--- src/rtl/usb_dev_rw_responder.sv ---
// Device-side responder for the two-transaction host read/write sequence:
// an address packet on ADDR_ENDP, then a 64-bit write or read on DATA_ENDP.
module usb_dev_rw_responder #(
    parameter logic [6:0] DEV_ADDR  = 7'd5,
    parameter logic [3:0] ADDR_ENDP = 4'd4,
    parameter logic [3:0] DATA_ENDP = 4'd8,
    parameter int         TIMEOUT   = 255
) (
    input  logic        clk,
    input  logic        rst_L,
    input  logic        tok_valid,
    input  logic        tok_in,
    input  logic [6:0]  tok_addr,
    input  logic [3:0]  tok_endp,
    input  logic        rx_valid,
    input  logic        rx_crc_ok,
    input  logic [63:0] rx_data,
    output logic        hs_send,
    output logic        hs_ack,
    output logic        tx_valid,
    output logic [63:0] tx_data,
    input  logic        tx_ready,
    input  logic        host_hs_valid,
    input  logic        host_hs_ack,
    output logic        mem_req,
    output logic        mem_we,
    output logic [15:0] mem_addr,
    output logic [63:0] mem_wdata,
    input  logic        mem_gnt,
    input  logic [63:0] mem_rdata,
    output logic        busy,
    output logic        xfer_done,
    output logic        xfer_err,
    output logic [2:0]  state_dbg
);

    // Handshakes: tok_valid/rx_valid/host_hs_valid/hs_send are single-cycle pulses;
    // mem_req holds until mem_gnt, tx_valid holds until tx_ready (transfer on valid & ready).
    typedef enum logic [2:0] {
        S_IDLE, S_GET_ADDR, S_HAVE_ADDR, S_GET_WDATA,
        S_MEM_WR, S_MEM_RD, S_SEND_DATA, S_WAIT_HS
    } state_t;

    localparam logic [7:0] TMO_MAX = 8'(TIMEOUT);

    state_t     state, next_state;
    logic [7:0] tmo_cnt;
    logic       wr_done_q;
    logic       hs_set, hs_ack_set, done_set, err_set, wr_done_set;
    logic       tok_hit, tok_out_addr, tok_out_data, tok_in_data;
    logic       any_event, timed, tmo_hit;
    logic       addr_load, wdata_load, rdata_load;

    // A token arriving together with rx_valid is dropped.
    assign tok_hit      = tok_valid && !rx_valid && (tok_addr == DEV_ADDR);
    assign tok_out_addr = tok_hit && !tok_in && (tok_endp == ADDR_ENDP);
    assign tok_out_data = tok_hit && !tok_in && (tok_endp == DATA_ENDP);
    assign tok_in_data  = tok_hit &&  tok_in && (tok_endp == DATA_ENDP);
    assign any_event    = tok_valid || rx_valid || host_hs_valid;
    assign timed        = (state == S_GET_ADDR) || (state == S_HAVE_ADDR) ||
                          (state == S_GET_WDATA) || (state == S_SEND_DATA) ||
                          (state == S_WAIT_HS);
    assign tmo_hit      = timed && !any_event && (tmo_cnt == TMO_MAX);
    assign addr_load    = (state == S_GET_ADDR) && rx_valid && rx_crc_ok;
    assign wdata_load   = (state == S_GET_WDATA) && rx_valid && rx_crc_ok;
    assign rdata_load   = (state == S_MEM_RD) && mem_gnt;

    always_ff @(posedge clk or negedge rst_L) begin
        if (!rst_L) state <= S_IDLE;
        else        state <= next_state;
    end

    always_comb begin
        next_state  = state;
        hs_set      = 1'b0;
        hs_ack_set  = 1'b0;
        done_set    = 1'b0;
        err_set     = 1'b0;
        wr_done_set = 1'b0;
        case (state)
            S_IDLE: if (tok_out_addr) next_state = S_GET_ADDR;
            S_GET_ADDR: begin
                if (rx_valid) begin
                    hs_set     = 1'b1;
                    hs_ack_set = rx_crc_ok;
                    if (rx_crc_ok) next_state = S_HAVE_ADDR;
                end
            end
            S_HAVE_ADDR: begin
                if (tok_out_data)      next_state = S_GET_WDATA;
                else if (tok_in_data)  next_state = S_MEM_RD;
                else if (tok_out_addr) next_state = S_GET_ADDR;
                else if (tok_hit) begin
                    err_set    = 1'b1;
                    next_state = S_IDLE;
                end
            end
            S_GET_WDATA: begin
                if (rx_valid && rx_crc_ok) next_state = S_MEM_WR;
                else if (rx_valid)         hs_set = 1'b1;
            end
            // The write ACK waits for the memory commit; done follows one cycle later.
            S_MEM_WR: begin
                if (mem_gnt) begin
                    hs_set      = 1'b1;
                    hs_ack_set  = 1'b1;
                    wr_done_set = 1'b1;
                    next_state  = S_IDLE;
                end
            end
            S_MEM_RD:    if (mem_gnt) next_state = S_SEND_DATA;
            S_SEND_DATA: if (tx_ready) next_state = S_WAIT_HS;
            S_WAIT_HS: begin
                if (host_hs_valid && host_hs_ack) begin
                    done_set   = 1'b1;
                    next_state = S_IDLE;
                end else if (host_hs_valid || tok_in_data) begin
                    next_state = S_SEND_DATA;
                end
            end
            default: next_state = S_IDLE;
        endcase
        if (tmo_hit) begin
            err_set    = 1'b1;
            next_state = S_IDLE;
        end
    end

    always_comb begin
        busy      = (state != S_IDLE);
        mem_req   = (state == S_MEM_WR) || (state == S_MEM_RD);
        mem_we    = (state == S_MEM_WR);
        tx_valid  = (state == S_SEND_DATA);
        state_dbg = state;
    end

    always_ff @(posedge clk or negedge rst_L) begin
        if (!rst_L) begin
            hs_send   <= 1'b0;
            hs_ack    <= 1'b0;
            xfer_done <= 1'b0;
            xfer_err  <= 1'b0;
            wr_done_q <= 1'b0;
            tmo_cnt   <= 8'd0;
            mem_addr  <= 16'd0;
            mem_wdata <= 64'd0;
            tx_data   <= 64'd0;
        end else begin
            hs_send   <= hs_set;
            hs_ack    <= hs_ack_set;
            xfer_err  <= err_set;
            wr_done_q <= wr_done_set;
            xfer_done <= done_set || wr_done_q;
            if ((next_state != state) || any_event) tmo_cnt <= 8'd0;
            else if (timed)                         tmo_cnt <= tmo_cnt + 8'd1;
            if (addr_load)  mem_addr  <= rx_data[15:0];
            if (wdata_load) mem_wdata <= rx_data;
            if (rdata_load) tx_data   <= mem_rdata;
        end
    end

endmodule
--- config.mk ---
export PLATFORM = sky130hd
export DESIGN_NAME = usb_dev_rw_responder
export DESIGN_NICKNAME = d
export VERILOG_FILES = /design/src/rtl/usb_dev_rw_responder.sv
export SDC_FILE = /design/constraint.sdc
export NUM_CORES = 1
export LEC_CHECK = 0
export ABC_AREA = 1
export CAP_MARGIN = 15
export CORE_MARGIN = 1
export CORE_UTILIZATION = 41
export CTS_CLUSTER_DIAMETER = 100
export DETAILED_ROUTE_END_ITERATION = 6
export PLACE_DENSITY = 0.8
export SLEW_MARGIN = 40
export SYNTH_ARGS = -nofsm -noshare
export SYNTH_HDL_FRONTEND = slang
export SYNTH_SLANG_ARGS = --single-unit
export TNS_END_PERCENT = 5
--- constraint.sdc ---
create_clock -name clk -period 2 [get_ports clk]
set_input_delay 0.3 -clock clk [delete_from_list [all_inputs] [get_ports clk]]
set_output_delay 0.3 -clock clk [all_outputs]
set_load 0.05 [all_outputs]
==> flow_summary_export.csv <==
group,metric,value,unit
pwr,p_leak,5.04,nW
timing,timing.final.crit_period,1940,ps
logic_synthesis,synth_cells,531,
placed_design,pre_cts_ws,-120,ps
die,dieArea,16500,µm²
timing,worst_pin_slew,569,ps
global_routing,grt_max_degree,70,
worst_setup_path,cp-end-kind,"output pin",
logic_synthesis,synth_cell_types,29,
timing,hold_slack,316,ps
timing,hold_violations,0,
routing,drc,0,
clocking,insertion_delay,420,ps
clocking,clk_pin_slew,60,ps
hold_path,min_path_type,"input pin to asynchronous set/reset pin",
placed_design,gp_congestion,0.970,
worst_setup_path,rr_worst_depth,13,
routing,wl,17.4,mm
worst_setup_path,cp_max_fo,2,
clocking,cts_tree,"done",
timing,fmax,516,MHz
global_routing,grt_pass1_vias,5352,
outcome,status,"finished, final reports clean",
timing,setup_violations,0,
pwr,p_total,16.9,mW
layout,drive_above_1_share,23.9,%
clocking,cts_max_level,4,
logic_synthesis,syn_avg_cell_area,12.3,µm²
timing,fin_ws,62.4,ps
logic_synthesis,syn_area,6560,µm²
die,fp-row-count,45,
die,dieWidth,128,µm
logic_synthesis,syn_nets,681,
timing,timing.final.crit_share,96.9,%
worst_setup_path,cp_slowest_cell,"clkdlybuf4s50_1",
die,initial_core_util,42.5,%
global_routing,grt_overflow_total,0,
placed_design,place_area,9870,µm²
layout,diodes,0,
layout,final_area,10600,µm²
pwr,powerDensity,1600,nW/µm²
global_routing,grt_pass1_wl,27.0,mm
worst_setup_path,cp.required,1700,ps
die,chipHeight,128,µm
die,pin_count,304,
worst_setup_path,cp_num_cells,1,
worst_setup_path,cp_top_family,"buffers and inverters",
worst_setup_path,critPathKind,"flip-flop to output pin",
global_routing,grt_usage,21.4,%
routing,ant_nets,0,
routing,wl_per_cell,16.2,µm
routing,drt_iter0_markers,162,
routing,vias,5048,
layout,areaGrowthSynthToFinish,61.1,%
logic_synthesis,seq_area_frac_synth,61.1,%
global_routing,antenna_found_initial,0,
logic_synthesis,ys_seq_elements,160,
routing,via_per_inst,4.69,
routing,firstDrtPassIters,4,
layout,final_nets,1002,
placed_design,io_buffers,303,
job,drv_cap,0,
worst_setup_path,cp-start-kind,"flip-flop",
logic_synthesis,yosys_warnings,0,
pwr,ir_drop,1.04,mV
clocking,cts_root_buffer,"clkbuf_16",
worst_setup_path,slowest_delay,820,ps
worst_setup_path,cp_cell_sequence,"clkdlybuf4s50_1",
timing,relSlewSlack,61.9,%
worst_setup_path,cp.arrival,1640,ps
timing,slew_violations,0,
placed_design,hpwl,12.8,mm
timing,rsz0062_at_grt,"false",
clocking,numCtsBuffers,17,
worst_setup_path,crit_buf_inv,1,
die,core_area,15400,µm²
clocking,cts_sinks,160,
clocking,clk_path_buf_depth,2,
timing,finClkSkew,5.91,ps
[where the power goes]
part           switching [mW]  internal, mW
combinational            5.44          2.99
sequential              0.608          4.37
clock                    1.37          2.11
total                    7.42          9.48
[timing repair]
action	4_1_cts	5_1_grt
endpoints found under the setup margin	2	8
pin swaps	0	0
endpoints found under the hold margin	25	0
setup buffers	0	6
gates resized for setup	2	1
hold buffers	1	0
[state kept, by name, indices dropped and copies added, names as in the netlist]
register and count:
mem_wdata 64, tx_data 64, mem_addr 16, tmo_cnt 8, state_dbg 3, hs_ack 1
hs_send 1, wr_done_q 1, xfer_done 1, xfer_err 1
[kinds of logic (layout without fill, tap and decap cells)]
logic type | Yosys count | after routing | share of synthesized area [%]
DFF | 160 | 160 | 61.1
and+or+nand+nor | 148 | 148 | 10.9
muxes | 113 | 113 | 19.4
buffers and inverters | 67 | 401 | 4.83
AOI/OAI and AO/OA | 36 | 36 | 2.84
xor gates and xnor gates | 6 | 6 | 0.801
adders and majority gates | 1 | 1 | 0.191
[final cells by class]
| type | count | area [µm²] |
|---|---|---|
| clock buffer | 17 | 425 |
| clock inverter | 15 | 208 |
| fill | 1125 | 4860 |
| inverter | 48 | 183 |
| multi-input combinational | 304 | 2260 |
| sequential | 160 | 4010 |
| tap | 211 | 264 |
| timing repair buffer | 321 | 3210 |
[Yosys cell counts (all sizes together)]
cell type | count | share of area (%)
o22ai | 1 | 0.095
mux2i | 1 | 0.15
ha | 1 | 0.19
xor2 | 6 | 0.80
inv | 48 | 2.8
nand3b | 1 | 0.11
clkbuf | 6 | 0.34
nor2 | 37 | 3.1
mux2 | 112 | 19
nand2 | 87 | 5.4
o21ai | 33 | 2.5
and3 | 2 | 0.19
dfrtp | 160 | 61
buf | 13 | 1.7
nand3 | 15 | 1.2
nand4 | 4 | 0.71
o21bai | 2 | 0.23
nor3 | 2 | 0.15
[routing by layer]
| metal | up-vias | routed length (µm) | share of wire [%] | track usage, % |
|---|---|---|---|---|
| li1 | 2376 | - | - | - |
| met4 | 0 | 476 | 2.7 | 9.62 |
| met3 | 44 | 1710 | 9.8 | 8.07 |
| met1 | 2384 | 6490 | 37 | 23.0 |
| met5 | - | 0 | 0 | 0 |
| met2 | 244 | 8720 | 50 | 37.6 |
[layout by cell type (no fill, tap or decap), drive strengths merged]
master / synthesis / final
clkdlybuf4s50: 0 / 293
dfrtp: 160 / 160
mux2: 112 / 112
nand2: 87 / 87
inv: 48 / 53
nor2: 37 / 37
o21ai: 33 / 33
buf: 13 / 25
clkbuf: 6 / 17
nand3: 15 / 15
xor2: 6 / 6
bufinv: 0 / 4
clkinv: 0 / 4
nand4: 4 / 4
nor3: 2 / 2
and3: 2 / 2
o21bai: 2 / 2
clkinvlp: 0 / 2
dlygate4sd2: 0 / 2
o22ai: 1 / 1
nand3b: 1 / 1
mux2i: 1 / 1
ha: 1 / 1
dlygate4sd3: 0 / 1
[worst paths after layout]
check	from	to	slack, ps
max in group asynchronous	rst_L	mem_addr[11]	1030
worst max-delay path	mem_wdata[26]	mem_wdata[26]	60
worst min register to register	wr_done_q	xfer_done	470
worst max register to register	state_dbg[1]	tmo_cnt[3]	190
worst min-delay path	rst_L	tx_data[12]	320
min in group clk	rx_data[0]	mem_wdata[0]	450
[per-stage QoR]
| step | utilization [%] | cells | TNS (ps) |
|---|---|---|---|
| final | 68.5 | 1076 | 0 |
| after global routing | 68.5 | 1076 | 0 |
| after CTS | 68.2 | 1070 | 0 |
| after detailed placement | 64.0 | 1037 | -1930 |
| after global placement | 64.0 | 1037 | -650 |
| after floorplan | - | 531 | 0 |
(Power assumes the default switching activity.)
